### src/rtl/audio_tone_gen_pkg.sv
// Shared types and helpers for the multi-channel audio test-tone generator.
package audio_tone_pkg;

    typedef enum logic [1:0] {
        WAVE_SAW      = 2'd0,
        WAVE_SQUARE   = 2'd1,
        WAVE_TRIANGLE = 2'd2,
        WAVE_SILENT   = 2'd3
    } wave_mode_t;

    // 2^(bits-1): zero level of an offset-binary sample of the given width.
    function automatic logic [31:0] midscale(input int bits);
        return 32'd1 << (bits - 1);
    endfunction

endpackage

### src/rtl/audio_tone_gen_if.sv
// Control and sample bus between the tone generator and its consumer (hdmi audio port).
interface audio_tone_gen_if import audio_tone_pkg::*; #(
    parameter int BIT_WIDTH   = 16,
    parameter int CHANNELS    = 2,
    parameter int PHASE_WIDTH = 24
);
    logic                                  enable;
    logic                                  sync;
    wave_mode_t [CHANNELS-1:0]             mode;
    logic [CHANNELS-1:0][PHASE_WIDTH-1:0]  freq_word;
    logic [CHANNELS-1:0][BIT_WIDTH-1:0]    level;

    // sample_valid is a one-cycle strobe with no ready: the consumer must take
    // sample_word in the cycle it is high; sample_word then holds until the next strobe.
    logic [CHANNELS-1:0][BIT_WIDTH-1:0]    sample_word;
    logic                                  sample_valid;
    logic [CHANNELS-1:0]                   pwm_out;

    modport master (
        output enable, sync, mode, freq_word, level,
        input  sample_word, sample_valid, pwm_out
    );

    modport slave (
        input  enable, sync, mode, freq_word, level,
        output sample_word, sample_valid, pwm_out
    );
endinterface

### src/rtl/audio_tone_gen_tone_channel.sv
// One tone channel: phase accumulator, waveform shaper, level scaler and optional
// sigma-delta PWM (present only when AUDIO_TONE_GEN_PWM_EN is defined).
module tone_channel import audio_tone_pkg::*; #(
    parameter int BIT_WIDTH   = 16,
    parameter int PHASE_WIDTH = 24
) (
    input  logic                   clk_audio,
    input  logic                   RESETn,
    input  logic                   strobe,
    input  logic                   strobe_d,
    input  logic                   sync,
    input  logic                   enable,
    input  wave_mode_t             mode,
    input  logic [PHASE_WIDTH-1:0] freq_word,
    input  logic [BIT_WIDTH-1:0]   level,
    output logic [BIT_WIDTH-1:0]   sample_word,
    output logic                   pwm_out
);
    localparam int B = BIT_WIDTH;
    localparam int P = PHASE_WIDTH;
    localparam logic [31:0]  MID32 = midscale(B);
    localparam logic [B-1:0] MID   = MID32[B-1:0];

    logic [P-1:0]          phase;
    logic [B-1:0]          w;
    logic signed [B-1:0]   s_q;
    logic [B-1:0]          level_q;
    logic                  en_q;
    logic signed [2*B:0]   s_ext;
    logic signed [2*B:0]   l_ext;
    logic signed [2*B:0]   prod;
    logic [B-1:0]          y;

    always_comb begin
        w = MID;
        case (mode)
            WAVE_SAW:      w = phase[P-1 -: B];
            WAVE_SQUARE:   w = {B{phase[P-1]}};
            WAVE_TRIANGLE: w = phase[P-2 -: B] ^ {B{phase[P-1]}};
            default:       w = MID;
        endcase
    end

    // Stage 1: shape from the pre-increment phase, capture level/enable, advance phase.
    always_ff @(posedge clk_audio or negedge RESETn) begin
        if (!RESETn) begin
            phase   <= '0;
            s_q     <= '0;
            level_q <= '0;
            en_q    <= 1'b0;
        end else if (strobe) begin
            s_q     <= w - MID;
            level_q <= level;
            en_q    <= enable;
            if (sync) begin
                phase <= '0;
            end else if (enable) begin
                phase <= phase + freq_word;
            end
        end
    end

    // Full-precision signed product; the arithmetic shift floors and always fits B bits.
    assign s_ext = (2*B+1)'(s_q);
    assign l_ext = (2*B+1)'({1'b0, level_q});
    assign prod  = s_ext * l_ext;
    assign y     = B'(prod >>> B);

    always_ff @(posedge clk_audio or negedge RESETn) begin
        if (!RESETn) begin
            sample_word <= '0;
        end else if (strobe_d) begin
            sample_word <= en_q ? y : '0;
        end
    end

`ifdef AUDIO_TONE_GEN_PWM_EN
    logic [B-1:0] u;
    logic [B:0]   acc;

    // First-order sigma-delta on the offset-binary sample; carry out is the bitstream.
    assign u = {~sample_word[B-1], sample_word[B-2:0]};

    always_ff @(posedge clk_audio or negedge RESETn) begin
        if (!RESETn) begin
            acc <= '0;
        end else begin
            acc <= {1'b0, acc[B-1:0]} + {1'b0, u};
        end
    end

    assign pwm_out = acc[B];
`else
    assign pwm_out = 1'b0;
`endif

endmodule

### src/rtl/audio_tone_gen.sv
// Multi-channel audio test-tone generator in the clk_audio domain.
// Optional per-channel sigma-delta PWM outputs are enabled by AUDIO_TONE_GEN_PWM_EN.
module audio_tone_gen import audio_tone_pkg::*; #(
    parameter int BIT_WIDTH   = 16,
    parameter int CHANNELS    = 2,
    parameter int PHASE_WIDTH = 24,
    parameter int CLK_DIV     = 1
) (
    input  logic             clk_audio,
    input  logic             RESETn,
    audio_tone_gen_if.slave  bus
);
    localparam int CNT_W = (CLK_DIV > 1) ? $clog2(CLK_DIV) : 1;
    localparam logic [CNT_W-1:0] DIV_LAST = CNT_W'(CLK_DIV - 1);

    logic [CNT_W-1:0]                    div_cnt;
    logic                                strobe;
    logic                                strobe_d;
    logic                                sample_valid_q;
    logic                                sync_pend;
    logic                                sync_eff;
    logic [CHANNELS-1:0][BIT_WIDTH-1:0]  words;
    logic [CHANNELS-1:0]                 pwm;

    assign strobe = (div_cnt == DIV_LAST);

    // A sync pulse seen between strobes is remembered so it still zeroes the next strobe.
    assign sync_eff = bus.sync | sync_pend;

    always_ff @(posedge clk_audio or negedge RESETn) begin
        if (!RESETn) begin
            div_cnt        <= '0;
            strobe_d       <= 1'b0;
            sample_valid_q <= 1'b0;
            sync_pend      <= 1'b0;
        end else begin
            div_cnt        <= strobe ? '0 : div_cnt + 1'b1;
            strobe_d       <= strobe;
            sample_valid_q <= strobe_d;
            sync_pend      <= strobe ? 1'b0 : (sync_pend | bus.sync);
        end
    end

    for (genvar i = 0; i < CHANNELS; i++) begin : g_ch
        tone_channel #(
            .BIT_WIDTH   (BIT_WIDTH),
            .PHASE_WIDTH (PHASE_WIDTH)
        ) u_ch (
            .clk_audio   (clk_audio),
            .RESETn      (RESETn),
            .strobe      (strobe),
            .strobe_d    (strobe_d),
            .sync        (sync_eff),
            .enable      (bus.enable),
            .mode        (bus.mode[i]),
            .freq_word   (bus.freq_word[i]),
            .level       (bus.level[i]),
            .sample_word (words[i]),
            .pwm_out     (pwm[i])
        );
    end

    assign bus.sample_word  = words;
    assign bus.sample_valid = sample_valid_q;
    assign bus.pwm_out      = pwm;

endmodule

### src/flat_wrapper.sv
// flat-port wrapper written by rule: the top's interface ports become plain ports
module audio_tone_gen_flat import audio_tone_pkg::*;
#(
    parameter int BIT_WIDTH   = 16,
    parameter int CHANNELS    = 2,
    parameter int PHASE_WIDTH = 24,
    parameter int CLK_DIV     = 1
)
  (clk_audio, RESETn, bus_enable, bus_sync, bus_mode, bus_freq_word, bus_level, bus_sample_word, bus_sample_valid, bus_pwm_out);
  audio_tone_gen_if #(.BIT_WIDTH(BIT_WIDTH), .CHANNELS(CHANNELS), .PHASE_WIDTH(PHASE_WIDTH)) bus_i ();
  input  logic clk_audio;
  input  logic RESETn;
  input wire logic [$bits(bus_i.enable)-1:0] bus_enable;
  input wire logic [$bits(bus_i.sync)-1:0] bus_sync;
  input wire logic [$bits(bus_i.mode)-1:0] bus_mode;
  input wire logic [$bits(bus_i.freq_word)-1:0] bus_freq_word;
  input wire logic [$bits(bus_i.level)-1:0] bus_level;
  output wire logic [$bits(bus_i.sample_word)-1:0] bus_sample_word;
  output wire logic [$bits(bus_i.sample_valid)-1:0] bus_sample_valid;
  output wire logic [$bits(bus_i.pwm_out)-1:0] bus_pwm_out;
  assign bus_i.enable = bus_enable;
  assign bus_i.sync = bus_sync;
  assign bus_i.mode = bus_mode;
  assign bus_i.freq_word = bus_freq_word;
  assign bus_i.level = bus_level;
  assign bus_sample_word = bus_i.sample_word;
  assign bus_sample_valid = bus_i.sample_valid;
  assign bus_pwm_out = bus_i.pwm_out;
  audio_tone_gen #(.BIT_WIDTH(BIT_WIDTH), .CHANNELS(CHANNELS), .PHASE_WIDTH(PHASE_WIDTH), .CLK_DIV(CLK_DIV)) u_core (.clk_audio(clk_audio), .RESETn(RESETn), .bus(bus_i));
endmodule
### config.mk
export PLATFORM = sky130hd
export DESIGN_NAME = audio_tone_gen_flat
export DESIGN_NICKNAME = d
export VERILOG_FILES = /design/src/rtl/audio_tone_gen_pkg.sv /design/src/rtl/audio_tone_gen_if.sv /design/src/rtl/audio_tone_gen_tone_channel.sv /design/src/rtl/audio_tone_gen.sv /design/src/flat_wrapper.sv
export SDC_FILE = /design/constraint.sdc
export NUM_CORES = 1
export LEC_CHECK = 0
export CAP_MARGIN = 20
export CORE_MARGIN = 3
export CORE_UTILIZATION = 50
export CTS_BUF_LIST = sky130_fd_sc_hd__clkbuf_2 sky130_fd_sc_hd__clkbuf_4 sky130_fd_sc_hd__clkbuf_8
export DETAILED_ROUTE_END_ITERATION = 8
export HOLD_SLACK_MARGIN = 0.05
export PLACE_DENSITY_LB_ADDON = 0.05
export SLEW_MARGIN = 20
export SYNTH_ARGS = -nofsm -noshare
export SYNTH_HDL_FRONTEND = slang
export SYNTH_SLANG_ARGS = --single-unit
### constraint.sdc
create_clock -name clk_audio -period 11.19 [get_ports clk_audio]
set_clock_uncertainty 0.2 [all_clocks]
set_input_delay 1.119 -clock clk_audio [delete_from_list [all_inputs] [get_ports clk_audio]]
set_output_delay 1.119 -clock clk_audio [all_outputs]
set_load 0.05 [all_outputs]
Word-level counts from Yosys, hierarchy flattened
Cells that the tools add are included.

storage, ports and cells
  register bits = 149
  input port bits = 88
  output and inout bits = 35
  word-level logic and storage cells = 42

cells by class
  add/subtract/negate cells = 5
  multiply operators = 2
  equality and inequality tests = 4
  mux-type cells = 10
  bitwise logic cells = 4
  reductions and logical operators = 4

operators by type and width
  operator                                                         count
  24-bit 2-to-1 mux                                                4
  16-bit case mux with 3 select lines                              2
  16-bit by 17-bit multiplier with 32-bit output                   2
  24-bit adder                                                     2
  16-bit 2-to-1 mux                                                2
  16-bit subtractor, second input constant                         2
  16-bit bitwise XOR                                               2
  2-bit by 1-bit == test with 1-bit output, second input constant  2
  2-bit == test, second input constant                             2
  2-bit logical NOT                                                2
  1-bit 2-to-1 mux                                                 2
  2-bit AND reduction                                              1
  2-bit nonzero test                                               1
  1-bit adder, second input constant                               1
  1-bit inverter                                                   1
  1-bit OR                                                         1

Depth between registers and ports, before layout
  word-level depth = 3
  depth in mapped cells = 24
  mapped depth without buffers = 23

Modules after synthesis
A second synthesis with hierarchy kept.

second synthesis, totals
  cell total of the unflattened synthesis = 2829
  area, all modules = 25300.5 um^2

by module, submodules not included
  module                              times used  cells an instance  area an instance (um^2)  seq. area each (um^2)
  tone_channel (u_core.g_ch[1].u_ch)  1           1424               12645.9                  1826.8
  tone_channel (u_core.g_ch[0].u_ch)  1           1402               12600.8                  1826.8
  audio_tone_gen                      1           3                  53.8                     50.0

Least setup slack after synthesis
OpenSTA, ideal clock, no wires.

  kind = flip-flop to flip-flop
  start = register u_core.g_ch[0].u_ch.s_q[7]
  end = register u_core.g_ch[0].u_ch.sample_word[15]
  library setup time = 0.136 ns
  data arrival time = 6.057 ns
  required time = 10.854 ns
  path slack = 4.797 ns
  stages on the path, launching flop included = 25
  buffers on the path = 1
  clock period less this slack = 6.393 ns
  cells stage by stage = dfrtp_1 -> clkbuf_1 -> nand2_1 -> fa_1 -> inv_1 -> fa_1 -> inv_1 -> fa_1 -> inv_1 -> fa_1 -> fa_1 -> inv_1 -> fa_1 -> inv_1 -> ha_1 -> a21oi_1 -> o211ai_1 -> a221oi_2 -> o41ai_4 -> a31oi_2 -> o31ai_2 -> a211o_1 -> a21oi_1 -> xnor2_1 -> o22ai_1

between the ends
  word-level cells in the longest chain between the ends = 2

ends and longest elaborated chain
  element                                         line                               source
  from (decl)                                     audio_tone_gen_tone_channel.sv:26  logic signed [B-1:0] s_q;
  from (signal assigned)                          audio_tone_gen_tone_channel.sv:52  s_q <= w - MID;
  16-bit by 17-bit multiplier with 32-bit output  audio_tone_gen_tone_channel.sv:66  assign prod = s_ext * l_ext;
  16-bit 2-to-1 mux                               audio_tone_gen_tone_channel.sv:73  sample_word <= en_q ? y : '0;
  to (signal assigned)                            audio_tone_gen_tone_channel.sv:73
  to (decl)                                       audio_tone_gen_tone_channel.sv:16  output logic [BIT_WIDTH-1:0] sample_word,

No other way between the ends.
A chain may end at the register's enable or synchronous reset.

Worst setup path in the final report
Same ends and word-level chain as after synthesis.

==> results.txt <==
The run finished with clean final reports. The logs give 0 for the final-report setup violation count and 51.23% for the initial core utilization. The tools report the type of origin of the critical path as a flip-flop. For the number of antenna violations at the first check in global routing, the log shows 0. The count of input and output buffers is 120, and the number of warning messages in the yosys log is 0.

The worst setup path is of the flip-flop to flip-flop kind. After synthesis the cells add up to 0.02410 mm². Dividing the synthesized area by the synthesized cell count gives 9.120 µm². The maximum number of pins on one net before global-route repair came out at 89.

The die covers 0.05088 mm². Leaving out fill and tap cells, the most frequent cells in the layout are sky130_fd_sc_hd__inv_1 (524), sky130_fd_sc_hd__fa_1 (388), sky130_fd_sc_hd__nand2_1 (291). The multi-input gate area in the final layout was 0.01805 mm². The post-CTS setup buffer count was 0. In the final routed layout, each cell accounts on average for 17.61 µm. The worst hold-check path type was flip-flop to flip-flop.

The synthesized design contains 0 enable-type register cells. The largest total area in the synthesized netlist belongs to sky130_fd_sc_hd__fa_1. Counting the fill cells in the layout gives 4,353.

The tools report the buffer levels on the longest clock path as 2. VDD sags by at most 0.0003828 V. Counting distinct cell types in the post-synthesis netlist gives 65. Pin placement for this block handled 123 I/O pins.

STA classifies the critical path endpoint as a flip-flop. The maximum clock rate came out at 0.1419 GHz. Compared with the post-synthesis result, the final layout area differs by 8.446%. The signal on the critical path passes through nand2_1 -> fa_1 -> inv_1 -> fa_1 -> fa_1 -> fa_1 -> fa_1 -> inv_1 -> fa_1 -> inv_1 -> ha_1 -> and2_1 -> or2_0 -> a221oi_2 -> o41ai_4 -> a31oi_2 -> o31ai_2 -> a211o_1 -> a21oi_1 -> xnor2_1 -> o22ai_1. The total of hold buffers inserted after clock tree synthesis came out at 0. For the finished layout, the period the worst path requires is 7.050 ns. In the routed layout, each cell is associated on average with a via count of 5.319. After layout, the worst path uses 63.00% of the clock period.

The global route total overflow was 0. By area the synthesized netlist is led by sky130_fd_sc_hd__fa_1 (32%), sky130_fd_sc_hd__dfrtp_1 (15%), sky130_fd_sc_hd__ha_1 (14%). Height of the die: 225.6 µm. TritonCTS built the clock tree. The run gives 0 as the number of gates resized after CTS.

The number of failing hold endpoints at the final stage was 0; the number of buffers created by CTS was 17. The final standard cell utilization of the core is 55.56%. The run gives 2,643 as the synthesized netlist cell count. The wire-length estimate of the detail-placed layout is 45,660 µm. The first-pass iteration count of the detailed router was 5. The synthesized design contains 147 register bits.

Among all flip-flop cells after synthesis, the most frequent one is sky130_fd_sc_hd__dfrtp_1. Clock tree synthesis found a total of 147 sinks. Biggest fanout along the worst timing path: 16. The run gives 0 as the number of remaining DRC errors. After layout, the design draws a total of 6.160 mW. Routability-driven placement finished with a final weighted congestion of 0.8850. The first routing iteration left 898 violations.

Sequential cells were found to cover 15.26% of the synthesized design area. The sequential cell area was 0.003679 mm²; the clock transition time at the flip-flop clock pins of the worst setup and hold paths was 0.09 ns. Summed over its instances, the top area cell type makes up 32.23% of the synthesized netlist area. The number of global-route vias before repair was 19,180.

The area of all placed cells without fillers came out at 0.02614 mm². For the pin with the worst max-slew slack, the measured transition is 1.031 ns. The worst pin sits at a relative slew slack of 31.14%. In this run the horizontal extent of the chip is 225.6 µm. The slowest library cell on the worst path was sky130_fd_sc_hd__dfrtp_1. The fraction of layout instances using a drive strength above 1 is 2.188%.

The tools report the clock tree root driver cell as sky130_fd_sc_hd__clkbuf_8. The total area inside the core boundary comes to 0.04705 mm². For this run, the slowest stage of the critical path takes 0.83 ns. In this run the remaining antenna-violating nets after routing total 0. The tightest hold margin was 0.3280 ns. The count of final max-slew check failures came out at 0.

Summed over all cells, the static leakage comes to 13.36 nW. At the end of the flow, the number of nets in the layout was 3,435. Counting stages on the worst path, the most repeated cell is sky130_fd_sc_hd__fa_1. CTS built an H-tree with a depth of 4. STA puts the critical path data required time at 11.39 ns.

Leaving out fill and tap cells, the most frequent cell in the layout is sky130_fd_sc_hd__inv_1. For the count of maximum capacitance violations, the log shows 0. The run gives 79 as the number of rows created at floorplan. The summed negative setup slack over all endpoints is 0 ns.

The final route contains 17,570 vias. The first global-routing pass estimated 97,890 µm of wire. Summing all placed instances gives a cell area of 0.02571 mm². The routed design has 58,190 µm of wire. The arrival time of data at the critical path endpoint was 7.25 ns; the global routing usage summed across all routing layers was 24.40%.

At the later pin of the worst-skew pair, clock insertion delay measures 0.54 ns. Counting flops with an async set or reset pin after synthesis yields a share of 100.0%. For this design the ratio of total power to cell area is 235.7 mW/mm². Setup repair after global routing left no endpoint under its margin. The repair_antennas step left the layout with diodes totalling 0.
==> sequential cells by signal (all words and copies together) (netlist names) <==
signal                        cells
u_core.g_ch.u_ch.phase           48
u_core.g_ch.u_ch.sample_word     32
u_core.bus.sample_valid           1
u_core.strobe_d                   1
u_core.g_ch.u_ch.s_q             32
u_core.g_ch.u_ch.level_q         32
u_core.g_ch.u_ch.en_q             1
==> stage by stage <==
stage / setup WS [ns] / cells
after detailed placement: 4.161 / 3273
after floorplan: 4.797 / 2644
after global routing: 3.801 / 3304
final: 4.140 / 3304
after CTS: 4.118 / 3304
after global placement: 4.232 / 3273
==> critical path, delay by kind of cell (launching register included) <==
family / cells / cell delay [ns]
adders and majority gates: 7 / 3.38
buffers and inverters: 3 / 0.15
DFF: 1 / 0.83
AOI/OAI and AO/OA: 7 / 1.65
xor gates and xnor gates: 1 / 0.13
and+or+nand+nor: 3 / 0.55
==> logic make-up (layout without fill, tap and decap cells) <==
family / Yosys count / after routing / synth area share, %
fa+ha+maj: 662 / 662 / 46.45
other cells: 2 / 3 / 0.03116
mux: 35 / 35 / 1.459
buf+inv: 631 / 684 / 9.858
flops: 147 / 147 / 15.26
xor+xnor: 76 / 76 / 2.762
simple gates: 765 / 765 / 15.61
compound gates: 325 / 325 / 8.565
==> cell usage after synthesis, types with 7 or more instances <==
master,instances
sky130_fd_sc_hd__o21a_1,13
sky130_fd_sc_hd__o21ai_0,92
sky130_fd_sc_hd__and3_1,10
sky130_fd_sc_hd__nand4_1,7
sky130_fd_sc_hd__xor2_1,28
sky130_fd_sc_hd__nand3_1,21
sky130_fd_sc_hd__a21o_1,37
sky130_fd_sc_hd__mux2i_1,34
sky130_fd_sc_hd__nor2_1,116
sky130_fd_sc_hd__nor2b_1,40
sky130_fd_sc_hd__nand2b_1,29
sky130_fd_sc_hd__inv_1,524
sky130_fd_sc_hd__clkbuf_1,97
sky130_fd_sc_hd__nand2_1,291
sky130_fd_sc_hd__nor3_1,8
sky130_fd_sc_hd__a31oi_1,9
sky130_fd_sc_hd__o22ai_1,30
sky130_fd_sc_hd__fa_1,388
sky130_fd_sc_hd__ha_1,274
sky130_fd_sc_hd__xnor2_1,48
sky130_fd_sc_hd__and2_1,226
sky130_fd_sc_hd__dfrtp_1,147
sky130_fd_sc_hd__a21oi_1,85
==> path summary, 6_finish.rpt <==
path                                                     from                                   to  slack, ns  cells past startpoint
setup / recovery                   u_core.g_ch[0].u_ch.s_q[7]  u_core.g_ch[0].u_ch.sample_word[15]       4.14                     21
hold / removal             u_core.g_ch[1].u_ch.sample_word[7]   u_core.g_ch[1].u_ch.sample_word[7]       0.33                      2
setup reg to reg                   u_core.g_ch[0].u_ch.s_q[7]  u_core.g_ch[0].u_ch.sample_word[15]       4.14                     21
hold reg to reg            u_core.g_ch[1].u_ch.sample_word[7]   u_core.g_ch[1].u_ch.sample_word[7]       0.33                      2
max in group asynchronous                              RESETn      u_core.g_ch[1].u_ch.level_q[10]       8.94                      2
min in group asynchronous                              RESETn           u_core.g_ch[0].u_ch.s_q[2]       0.50                      1
==> final cells by class <==
| class | count | share of cell area, % |
|---|---|---|
| multi-input combinational | 1866 | 69.06 |
| sequential | 147 | 14.07 |
| inverter | 526 | 7.553 |
| timing repair buffer | 127 | 4.782 |
| tap | 607 | 2.906 |
| clock buffer | 17 | 0.8951 |
| clock inverter | 14 | 0.7276 |
==> power breakdown <==
part / switching [mW] / internal (mW) / leakage [nW]
Sequential: 0.220 / 0.633 / 1.89
Combinational: 2.82 / 2.01 / 11.3
Clock: 0.252 / 0.226 / 0.217
Total: 3.29 / 2.87 / 13.4
==> layer usage <==
metal	vias to the layer above	global-route usage, %	wire (µm)
li1	8257	-	-
met1	8871	33.76	27100
met2	379	40.02	27170
met3	67	3.947	2870
met4	0	6.929	1050
met5	-	0	0
No activity file was read; power rests on OpenSTA's default activity.
==> variant: new RTL, same settings <==
`CHANNELS` is set to 2 in 3 places; all go to 1.
--- a/src/rtl/audio_tone_gen_if.sv
+++ b/src/rtl/audio_tone_gen_if.sv
@@ -1,7 +1,7 @@
 // Control and sample bus between the tone generator and its consumer (hdmi audio port).
 interface audio_tone_gen_if import audio_tone_pkg::*; #(
     parameter int BIT_WIDTH   = 16,
-    parameter int CHANNELS    = 2,
+    parameter int CHANNELS    = 1,
     parameter int PHASE_WIDTH = 24
 );
     logic                                  enable;
--- a/src/rtl/audio_tone_gen.sv
+++ b/src/rtl/audio_tone_gen.sv
@@ -2,7 +2,7 @@
 // Optional per-channel sigma-delta PWM outputs are enabled by AUDIO_TONE_GEN_PWM_EN.
 module audio_tone_gen import audio_tone_pkg::*; #(
     parameter int BIT_WIDTH   = 16,
-    parameter int CHANNELS    = 2,
+    parameter int CHANNELS    = 1,
     parameter int PHASE_WIDTH = 24,
     parameter int CLK_DIV     = 1
 ) (
--- a/src/flat_wrapper.sv
+++ b/src/flat_wrapper.sv
@@ -2,7 +2,7 @@
 module audio_tone_gen_flat import audio_tone_pkg::*;
 #(
     parameter int BIT_WIDTH   = 16,
-    parameter int CHANNELS    = 2,
+    parameter int CHANNELS    = 1,
     parameter int PHASE_WIDTH = 24,
     parameter int CLK_DIV     = 1
 )
Ports: changed (5 resized); port bits go from 123 to 64. No check against the original RTL was run, so the function may have changed too.
==> variant against the original RTL <==
  * Wire length down 50%
  * Area after synthesis down 49%
  * Setup slack better by 0.31 ns
  * Sequential share of layout area about the same
  * Power down 46%
  * Sequential cell count down 72
  * Core utilization up 0.52 points
  * Cell area down 49%
  * Largest cell class unchanged
  * Highest routed layer unchanged
==> variant: results (changes against the original RTL) <==
Run status
  • Status: finished, final reports clean (unchanged)

Place
  • Number of buffer cells added on primary ports: 62 (was 120)
  • DPL Wire Length: 23100 microns (was 45700 microns)
  • Placed instance area: 13100 sq um (was 25700 sq um)

GRT
  • Maximum number of pins on one net before global-route repair: 76 (was 89)
  • Number of global-route vias before repair: 9306 (was 19200)
  • Overall global routing resource usage: 0.231 (was 0.244)
  • M3 GR Usage: 0.0229 (was 0.0395)
  • Met1 usage: 0.317 (was 0.338)

Cells and area
  • Fraction of layout cells with a size suffix above 1: 0.0174 (was 0.0219)
  • # nets final: 1754 (was 3435)
  • Max FFs per register: 24 (was 48)

Synth
  • Sequential cell area fraction in the yosys report: 0.152 (was 0.153)
  • Synthesized area per cell: 9.10 sq um (was 9.12 sq um)
  • Post-synthesis share of cell area spent on full adders, half adders and majority gates: 0.455 (was 0.464)
  • Mux cell area share after synthesis: 0.0131 (was 0.0146)
  • Number of distinct library cell variants in the gate-level netlist after synthesis: 61 (was 65)
  • Synth Area in Compound Gates: 0.101 (was 0.0857)
  • Parity-gate share of the synthesized area counting xor and xnor cells: 0.0270 (was 0.0276)
  • Most area-consuming cells after synthesis: sky130_fd_sc_hd__fa_1, sky130_fd_sc_hd__dfrtp_1, sky130_fd_sc_hd__ha_1, sky130_fd_sc_hd__inv_1, sky130_fd_sc_hd__and2_1 (unchanged)

Drt
  • Total number of vias: 9027 (was 17600)
  • Met3 Routed Length: 1200 microns (was 2870 microns)
  • Post-Route WL: 28900 microns (was 58200 microns)
  • Wire length on met2: 14000 microns (was 27200 microns)
  • Initial detailed-routing violation count: 583 (was 898)
  • M1 WL: 12900 microns (was 27100 microns)
  • Vias/cell: 5.31 (was 5.32)

STA
  • Fin Hold WS: 0.255 ns (was 0.328 ns)
  • F_max: 148 MHz (was 142 MHz)

Worst setup path
  • Reg2reg path depth: 20 (was 21)
  • Reg-to-reg setup timing slack: 4.45 ns (was 4.14 ns)
  • Critical path startpoint: u_core.g_ch[0].u_ch.level_q[4]$_DFF_PN0_ (was u_core.g_ch[0].u_ch.s_q[7]$_DFF_PN0_)
  • Startpoint of the worst register-to-register path: u_core.g_ch[0].u_ch.level_q[4]$_DFF_PN0_ (was u_core.g_ch[0].u_ch.s_q[7]$_DFF_PN0_)
  • Stage delay of the slowest cell on the critical path: 0.76 ns (was 0.83 ns)

Worst hold path
  • Hold path startpoint: u_core.strobe_d$_DFF_PN0_ (was u_core.g_ch[1].u_ch.sample_word[7]$_DFFE_PN0P_)
  • Worst min-delay path endpoint: u_core.bus.sample_valid$_DFF_PN0_ (was u_core.g_ch[1].u_ch.sample_word[7]$_DFFE_PN0P_)
  • Worst hold stages: 0 (was 2)

Clock network
  • Number of H-tree branching levels: 3 (was 4)
  • TritonCTS buffer count: 9 (was 17)
  • Clock latency of the later-clocked register in the worst-skew pair: 0.36 ns (was 0.54 ns)

Power and ir drop
  • Worst VDD drop: 0.311 mV (was 0.383 mV)
variant: cell types whose count changed after synthesis, sizes merged, moves of 24 or more:
| cell | delta |
|---|---|
| inv | -274 |
| o21ai | -45 |
| fa | -194 |
| a21o | -24 |
| and2 | -114 |
| nor2 | -54 |
| a21oi | -37 |
| clkbuf | -49 |
| o22ai | -26 |
| ha | -137 |
| dfrtp | -72 |
| nand2 | -141 |
variant: power groups by stage:
stage | combinational [W] | sequential, W | clock (W)
3_3_place_gp | 0.00266 | 0.000433 | 0
6_report | 0.00266 | 0.000432 | 0.000214
4_1_cts | 0.00269 | 0.000430 | 0.000223
5_1_grt | 0.00306 | 0.000442 | 0.000231
2_1_floorplan | 0.00201 | 0.000433 | 0
3_5_place_dp | 0.00267 | 0.000434 | 0
variant: final cells by class:
cell class	instances	area (sq um)
clock buffer	10	138
clock inverter	4	51.3
fill	2223	10500
inverter	252	946
multi-input combinational	974	9290
sequential	75	1880
tap	319	399
timing repair buffer	65	661
